### config.mk
export PLATFORM = sky130hd
export DESIGN_NAME = secuenciador_escritura_flat
export DESIGN_NICKNAME = d
export VERILOG_FILES = /design/src/rtl/secuenciador_escritura_pkg.sv /design/src/rtl/secuenciador_escritura_if.sv /design/src/rtl/secuenciador_escritura_puntero.sv /design/src/rtl/secuenciador_escritura.sv /design/src/flat_wrapper.sv
export SDC_FILE = /design/constraint.sdc
export NUM_CORES = 1
export LEC_CHECK = 0
export ABC_AREA = 0
export BUFFER_PORTS_ARGS = -buffer_cell sky130_fd_sc_hd__buf_4
export CORE_AREA = 2 2 75 55
export CTS_BUF_LIST = sky130_fd_sc_hd__clkbuf_4 sky130_fd_sc_hd__clkbuf_8 sky130_fd_sc_hd__clkbuf_16
export DETAILED_ROUTE_END_ITERATION = 12
export DIE_AREA = 0 0 77 57
export PLACE_DENSITY = 0.73
export SLEW_MARGIN = 20
export SYNTH_ARGS = -nofsm -noshare
export SYNTH_HDL_FRONTEND = slang
export SYNTH_HIERARCHICAL = 1
export SYNTH_SLANG_ARGS = --single-unit
### constraint.sdc
create_clock -name clk -period 1.9 [get_ports clk]
set_clock_uncertainty 0.05 [all_clocks]
set_input_delay 0.19 -clock clk [delete_from_list [all_inputs] [get_ports clk]]
set_output_delay 0.19 -clock clk [all_outputs]
set_load 0.005 [all_outputs]
### src/rtl/secuenciador_escritura_pkg.sv
// Shared types and constants for the write sequencer (package secuenciador_pkg).
// Address space is 0..ADDR_MAX inclusive; the burst pointer wraps modulo ADDR_MAX+1.
package secuenciador_pkg;

    localparam int ADDR_W         = 6;
    localparam int DATA_W         = 8;
    localparam int ADDR_MAX       = 50;
    localparam int TIMEOUT_CYCLES = 255;

    typedef enum logic [1:0] {
        IDLE  = 2'd0,
        LOAD  = 2'd1,
        WRITE = 2'd2
    } state_t;

    // True when an address lies inside the legal window.
    function automatic logic addr_ok(input logic [ADDR_W-1:0] a);
        return (a <= ADDR_W'(ADDR_MAX));
    endfunction

    // Next burst address: +1 with wrap from ADDR_MAX back to 0.
    function automatic logic [ADDR_W-1:0] addr_next(input logic [ADDR_W-1:0] a);
        return (a >= ADDR_W'(ADDR_MAX)) ? '0 : (a + ADDR_W'(1));
    endfunction

endpackage

### src/rtl/secuenciador_escritura_if.sv
// Bundle of control, data-input handshake and write-port signals of the sequencer.
// master: the environment driving the sequencer; slave: the sequencer itself.
interface secuenciador_escritura_if;
    import secuenciador_pkg::*;

    logic              EN;
    logic              start;
    logic              cancel;
    logic [ADDR_W-1:0] first_addr;
    logic [ADDR_W-1:0] last_addr;
    logic [DATA_W-1:0] din;
    logic              din_valid;
    logic              din_ready;
    logic [ADDR_W-1:0] wr_addr;
    logic [DATA_W-1:0] wr_data;
    logic              wr_req;
    logic              wr_ack;
    logic              busy;
    logic              done;
    logic              err;

    modport master (
        output EN, start, cancel, first_addr, last_addr, din, din_valid, wr_ack,
        input  din_ready, wr_addr, wr_data, wr_req, busy, done, err
    );

    modport slave (
        input  EN, start, cancel, first_addr, last_addr, din, din_valid, wr_ack,
        output din_ready, wr_addr, wr_data, wr_req, busy, done, err
    );

endinterface

### src/rtl/secuenciador_escritura_puntero.sv
// Burst address pointer (module puntero_escritura): loadable, increments modulo ADDR_MAX+1.
// Load has priority over increment; nothing moves while en_i is low.
module puntero_escritura
    import secuenciador_pkg::*;
(
    input  logic              clk,
    input  logic              rst,
    input  logic              en_i,
    input  logic              load_i,
    input  logic              inc_i,
    input  logic [ADDR_W-1:0] load_val_i,
    output logic [ADDR_W-1:0] ptr_o
);

    logic [ADDR_W-1:0] ptr_q;
    logic [ADDR_W-1:0] ptr_d;

    // Next pointer value: load, wrap-increment or hold.
    always_comb begin
        ptr_d = ptr_q;
        if (en_i) begin
            if (load_i) begin
                ptr_d = load_val_i;
            end else if (inc_i) begin
                ptr_d = addr_next(ptr_q);
            end
        end
    end

    // Pointer register, cleared asynchronously.
    always_ff @(posedge clk or negedge rst) begin
        if (!rst) begin
            ptr_q <= '0;
        end else begin
            ptr_q <= ptr_d;
        end
    end

    assign ptr_o = ptr_q;

endmodule

### src/rtl/secuenciador_escritura.sv
// Write-burst sequencer: walks addresses first_addr..last_addr (mod ADDR_MAX+1),
// taking one byte per address over a valid/ready input and issuing a held write
// request per address until acknowledged.
// Optional feature: define SECUENCIADOR_TIMEOUT_EN to add a watchdog that aborts a
// WRITE after TIMEOUT_CYCLES un-acknowledged cycles with an err pulse.
module secuenciador_escritura
    import secuenciador_pkg::*;
(
    input  logic                        clk,
    input  logic                        rst,
    secuenciador_escritura_if.slave     bus
);

    state_t            state_q, state_d;
    logic [ADDR_W-1:0] last_q, last_d;
    logic [ADDR_W-1:0] wr_addr_q, wr_addr_d;
    logic [DATA_W-1:0] wr_data_q, wr_data_d;
    logic              wr_req_q, wr_req_d;
    logic              done_q, done_d;
    logic              err_q, err_d;
    logic              ptr_load, ptr_inc;
    logic [ADDR_W-1:0] ptr;
    logic              bounds_ok;
    logic              at_last;
    logic              timeout;

    assign bounds_ok = addr_ok(bus.first_addr) && addr_ok(bus.last_addr);
    assign at_last   = (ptr == last_q);

`ifdef SECUENCIADOR_TIMEOUT_EN
    logic [7:0] wdog_q;

    // Watchdog: counts un-acked WRITE cycles, zero whenever not in WRITE, frozen by EN.
    always_ff @(posedge clk or negedge rst) begin
        if (!rst) begin
            wdog_q <= '0;
        end else if (bus.EN) begin
            if (state_q != WRITE) begin
                wdog_q <= '0;
            end else if (!bus.wr_ack) begin
                wdog_q <= wdog_q + 8'd1;
            end
        end
    end

    assign timeout = (state_q == WRITE) && (wdog_q == 8'(TIMEOUT_CYCLES - 1));
`else
    assign timeout = 1'b0;
`endif

    puntero_escritura u_puntero (
        .clk        (clk),
        .rst        (rst),
        .en_i       (bus.EN),
        .load_i     (ptr_load),
        .inc_i      (ptr_inc),
        .load_val_i (bus.first_addr),
        .ptr_o      (ptr)
    );

    // State register.
    always_ff @(posedge clk or negedge rst) begin
        if (!rst) begin
            state_q <= IDLE;
        end else begin
            state_q <= state_d;
        end
    end

    // Next-state logic; cancel outranks handshake, ack and timeout outside IDLE.
    always_comb begin
        state_d = state_q;
        if (bus.EN) begin
            case (state_q)
                IDLE: begin
                    if (bus.start && bounds_ok) state_d = LOAD;
                end
                LOAD: begin
                    if (bus.cancel)         state_d = IDLE;
                    else if (bus.din_valid) state_d = WRITE;
                end
                WRITE: begin
                    if (bus.cancel)      state_d = IDLE;
                    else if (bus.wr_ack) state_d = at_last ? IDLE : LOAD;
                    else if (timeout)    state_d = IDLE;
                end
                default: state_d = IDLE;
            endcase
        end
    end

    // Output/datapath next values; pulses default low, everything else holds.
    always_comb begin
        wr_addr_d = wr_addr_q;
        wr_data_d = wr_data_q;
        wr_req_d  = wr_req_q;
        last_d    = last_q;
        done_d    = 1'b0;
        err_d     = 1'b0;
        ptr_load  = 1'b0;
        ptr_inc   = 1'b0;
        if (bus.EN) begin
            case (state_q)
                IDLE: begin
                    if (bus.start) begin
                        if (bounds_ok) begin
                            ptr_load = 1'b1;
                            last_d   = bus.last_addr;
                        end else begin
                            err_d = 1'b1;
                        end
                    end
                end
                LOAD: begin
                    if (!bus.cancel && bus.din_valid) begin
                        wr_addr_d = ptr;
                        wr_data_d = bus.din;
                        wr_req_d  = 1'b1;
                    end
                end
                WRITE: begin
                    if (bus.cancel) begin
                        wr_req_d = 1'b0;
                    end else if (bus.wr_ack) begin
                        wr_req_d = 1'b0;
                        if (at_last) done_d  = 1'b1;
                        else         ptr_inc = 1'b1;
                    end else if (timeout) begin
                        wr_req_d = 1'b0;
                        err_d    = 1'b1;
                    end
                end
                default: wr_req_d = 1'b0;
            endcase
        end
    end

    // Output and latched-bound registers.
    always_ff @(posedge clk or negedge rst) begin
        if (!rst) begin
            wr_addr_q <= '0;
            wr_data_q <= '0;
            wr_req_q  <= 1'b0;
            last_q    <= '0;
            done_q    <= 1'b0;
            err_q     <= 1'b0;
        end else begin
            wr_addr_q <= wr_addr_d;
            wr_data_q <= wr_data_d;
            wr_req_q  <= wr_req_d;
            last_q    <= last_d;
            done_q    <= done_d;
            err_q     <= err_d;
        end
    end

    assign bus.din_ready = (state_q == LOAD);
    assign bus.busy      = (state_q != IDLE);
    assign bus.wr_addr   = wr_addr_q;
    assign bus.wr_data   = wr_data_q;
    assign bus.wr_req    = wr_req_q;
    assign bus.done      = done_q;
    assign bus.err       = err_q;

endmodule
### src/flat_wrapper.sv
// flat-port wrapper written by rule: the top's interface ports become plain ports
module secuenciador_escritura_flat import secuenciador_pkg::*;
  (clk, rst, bus_EN, bus_start, bus_cancel, bus_first_addr, bus_last_addr, bus_din, bus_din_valid, bus_wr_ack, bus_din_ready, bus_wr_addr, bus_wr_data, bus_wr_req, bus_busy, bus_done, bus_err);
  secuenciador_escritura_if bus_i ();
  input  logic clk;
  input  logic rst;
  input wire logic [$bits(bus_i.EN)-1:0] bus_EN;
  input wire logic [$bits(bus_i.start)-1:0] bus_start;
  input wire logic [$bits(bus_i.cancel)-1:0] bus_cancel;
  input wire logic [$bits(bus_i.first_addr)-1:0] bus_first_addr;
  input wire logic [$bits(bus_i.last_addr)-1:0] bus_last_addr;
  input wire logic [$bits(bus_i.din)-1:0] bus_din;
  input wire logic [$bits(bus_i.din_valid)-1:0] bus_din_valid;
  input wire logic [$bits(bus_i.wr_ack)-1:0] bus_wr_ack;
  output wire logic [$bits(bus_i.din_ready)-1:0] bus_din_ready;
  output wire logic [$bits(bus_i.wr_addr)-1:0] bus_wr_addr;
  output wire logic [$bits(bus_i.wr_data)-1:0] bus_wr_data;
  output wire logic [$bits(bus_i.wr_req)-1:0] bus_wr_req;
  output wire logic [$bits(bus_i.busy)-1:0] bus_busy;
  output wire logic [$bits(bus_i.done)-1:0] bus_done;
  output wire logic [$bits(bus_i.err)-1:0] bus_err;
  assign bus_i.EN = bus_EN;
  assign bus_i.start = bus_start;
  assign bus_i.cancel = bus_cancel;
  assign bus_i.first_addr = bus_first_addr;
  assign bus_i.last_addr = bus_last_addr;
  assign bus_i.din = bus_din;
  assign bus_i.din_valid = bus_din_valid;
  assign bus_i.wr_ack = bus_wr_ack;
  assign bus_din_ready = bus_i.din_ready;
  assign bus_wr_addr = bus_i.wr_addr;
  assign bus_wr_data = bus_i.wr_data;
  assign bus_wr_req = bus_i.wr_req;
  assign bus_busy = bus_i.busy;
  assign bus_done = bus_i.done;
  assign bus_err = bus_i.err;
  secuenciador_escritura u_core (.clk(clk), .rst(rst), .bus(bus_i));
endmodule
==> impl_metrics.toml <==
[outcome]
status = "complete, no violations"

[synth]
syn_area_per_cell_um2 = 12.3
synth-simple-area-share_pct = 14.5
synth_top_family_by_area = "multiplexers"
mappedNetlistArea_mm2 = 0.00162
synth_cell_types = 44
yosys.area_share.adder_pct = 1.54
netlist_instances = 132
synth_compound_area_share_pct = 12.6
yosys_warnings = 6
synth_seq_cells = 31
muxShareOfSynthArea_pct = 17.1
yosysSeqAreaShare_pct = 47.8
synth_xor_xnor_area_share_pct = 3.24
syn-num-nets = 161

[placement]
placed_cell_area_mm2 = 0.00206
dp_hpwl_mm = 2.85
io_buffer_count = 45
globalplace.congestion = 0.890

[power]
p_per_area_mw_per_mm2 = 1200
leakagePower_nw = 1.08
vdd_ir_drop_max_mv = 0.545

[floorplan]
dieArea_mm2 = 0.00439
row_count = 19
die_w_um = 77
ios = 46
dieHeight_um = 57
coreArea_mm2 = 0.00376
start_util_pct = 43.2

[finish]
final_common_cell = "buf_4"
drive_above_1_share_pct = 48.7
layout_common_cells = "55 x buf_4, 31 x dfrtp_1, 14 x mux2_4"
utilization_pct = 58.2
nets = 221
antenna_cells = 0
final_cell_area_mm2 = 0.00218
area_growth_pct = 34.5

[clocking]
cts_tree = "built"
clk_latency_ns = 0.28
clkSinkCount = 31
clk_pin_slew_ns = 0.06
clockRootBuffer = "clkbuf_8"
clockBufferDepth = 2
numCtsBuffers = 5
cts_max_level = 2

[timing]
rsz0062_at_grt = "false"
fin_setup_tns_ns = 0
fin_crit_ns = 1.80
max_freq_mhz = 555
hold_viol = 0
post-route-period-util_pct = 94.8
setup_viol = 0
maxSlewHeadroom_pct = 74.6
final-max-slew-violation-count = 0
tightestPinTransition_ns = 0.380

[grt]
grt_overflow = 0
grt_pass1_vias = 1310
grt_pass1_wl_mm = 6.28
grt_usage_pct = 18.4
antenna_found_initial = 0
grt_max_degree = 32

[critical_path]
path_delay_family = "simple AND/OR/NAND/NOR gates"
path_common_cell = "nor2_1"
cp_max_fo = 16
startpoint_type = "register"
cp_num_buf_inv = 2
crit_path_top_delay_cell = "dfrtp_1"
endpoint_kind = "register"
slowest_delay_ns = 0.41
cp_data_required_time_ns = 2.00
crit_chain = "nor2_1 > nand3_1 > or2_1 > inv_1 > buf_6 > nor2_1 > a32oi_1 > o2bb2ai_1"
arrival_ns = 1.90
crit_type = "register to register"

[job]
drv_cap = 0

[detailed_routing]
via_count = 1281
postRouteAntennaNets = 0
drc = 0
wl_per_cell_um = 15.3
dr.pass1.iters = 4
viasPerCell = 5.23
wl_mm = 3.75
drt_iter0_markers = 43

[hold_path]
hp-class = "input port to register"
layout make-up:
cell class | count | area [um^2]
fill | 324 | 1570
multi-input combinational | 93 | 806
sequential | 31 | 776
timing repair buffer | 57 | 434
clock buffer | 7 | 83.8
tap | 52 | 65.1
inverter | 4 | 15.0
clock inverter | 1 | 5.00
logic make-up after synthesis:
logic type | after synthesis
simple gates | 37
flops | 31
compound gates | 28
mux | 20
buf+inv | 8
xor+xnor | 6
fa+ha+maj | 2
flip-flops by register name, summed over array words and instances, names as in the netlist:
name and flops:
u_core/state_q 2, u_core/bus.err 1, u_core/bus.wr_addr 6, u_core/bus.done 1, u_core/bus.wr_data 8, u_core/bus.wr_req 1
u_core/u_puntero/ptr_o 6, u_core/last_q 6
worst reg2reg max path: cells and delay by family, from the launching register on:
kind	cells	cell delay, ns
simple gates	4	0.57
buf+inv	2	0.31
flops	1	0.41
compound gates	2	0.34
report_power, final:
group          total, mW  switching (mW)  internal, mW
clock network      0.511           0.226         0.285
logic               1.05           0.415         0.636
registers           1.05           0.161         0.891
total               2.61           0.801          1.81
Yosys cell counts, drive strengths merged:
master,number,share of area (%)
nor4,2,1.7
nor2,9,2.2
or4bb,1,0.69
nand4,1,0.39
dfrtp,31,48
a22oi,2,0.92
a21boi,1,0.46
o21ai,8,2.7
o2bb2ai,1,0.54
a32oi,1,0.54
o311ai,2,1.5
nand3,1,0.31
a21oi,4,1.2
a311oi,1,0.54
ha,2,1.5
nand2,8,2.0
inv,4,0.92
nor3,3,0.92
a211oi,2,0.92
and3,3,1.2
o31ai,2,0.92
mux2,20,17
or3b,1,0.54
or2,1,0.39
a21o,1,0.46
buf,4,2.4
nand4b,2,2.0
nand3b,1,0.46
xnor2,4,2.2
o21a,1,0.46
nor2b,2,0.77
o22ai,1,0.39
o221ai,1,0.92
and2,1,0.39
and2b,1,0.54
xor2,2,1.1
per-stage QoR:
stage          setup slack, ns  instances  hold WS [ns]  power, mW
2_1_floorplan           0.0618        132        -0.156       1.61
3_3_place_gp             0.139        235        0.0877       2.05
3_5_place_dp            0.0737        235        0.0917       2.10
4_1_cts                 0.0518        244        0.0904       2.63
5_1_grt                0.00805        245        0.0918       2.79
6_report                0.0991        245        0.0991       2.61
routing by layer:
layer,global-route usage (%),up-vias,share of wire (%)
met4,5.87,0,1.0
met2,29.7,51,46
met5,0,-,0
met1,24.3,618,45
met3,5.22,7,7.2
li1,-,605,-
final timing paths:
kind	cells after the start	endpoint	startpoint	slack (ns)
max	8	u_core/u_puntero/ptr_o[3]	u_core/state_q[1]	0.1
min reg2reg	1	u_core/bus.wr_data[6]	u_core/bus.wr_data[6]	0.47
min in group asynchronous	2	u_core/bus.wr_data[3]	rst	0.35
max reg2reg	8	u_core/u_puntero/ptr_o[3]	u_core/state_q[1]	0.1
max in group asynchronous	2	u_core/u_puntero/ptr_o[5]	rst	1.18
min	2	u_core/bus.wr_data[7]	bus_din[7]	0.1
repair_timing:
item / 4_1_cts / 5_1_grt
endpoints found under the setup margin: 0 / 5
gates resized for setup: 0 / 3
hold buffers: 1 / 0
endpoints found under the hold margin: 31 / 0
buffers inserted: 0 / 1
(Power assumes the default switching activity.)
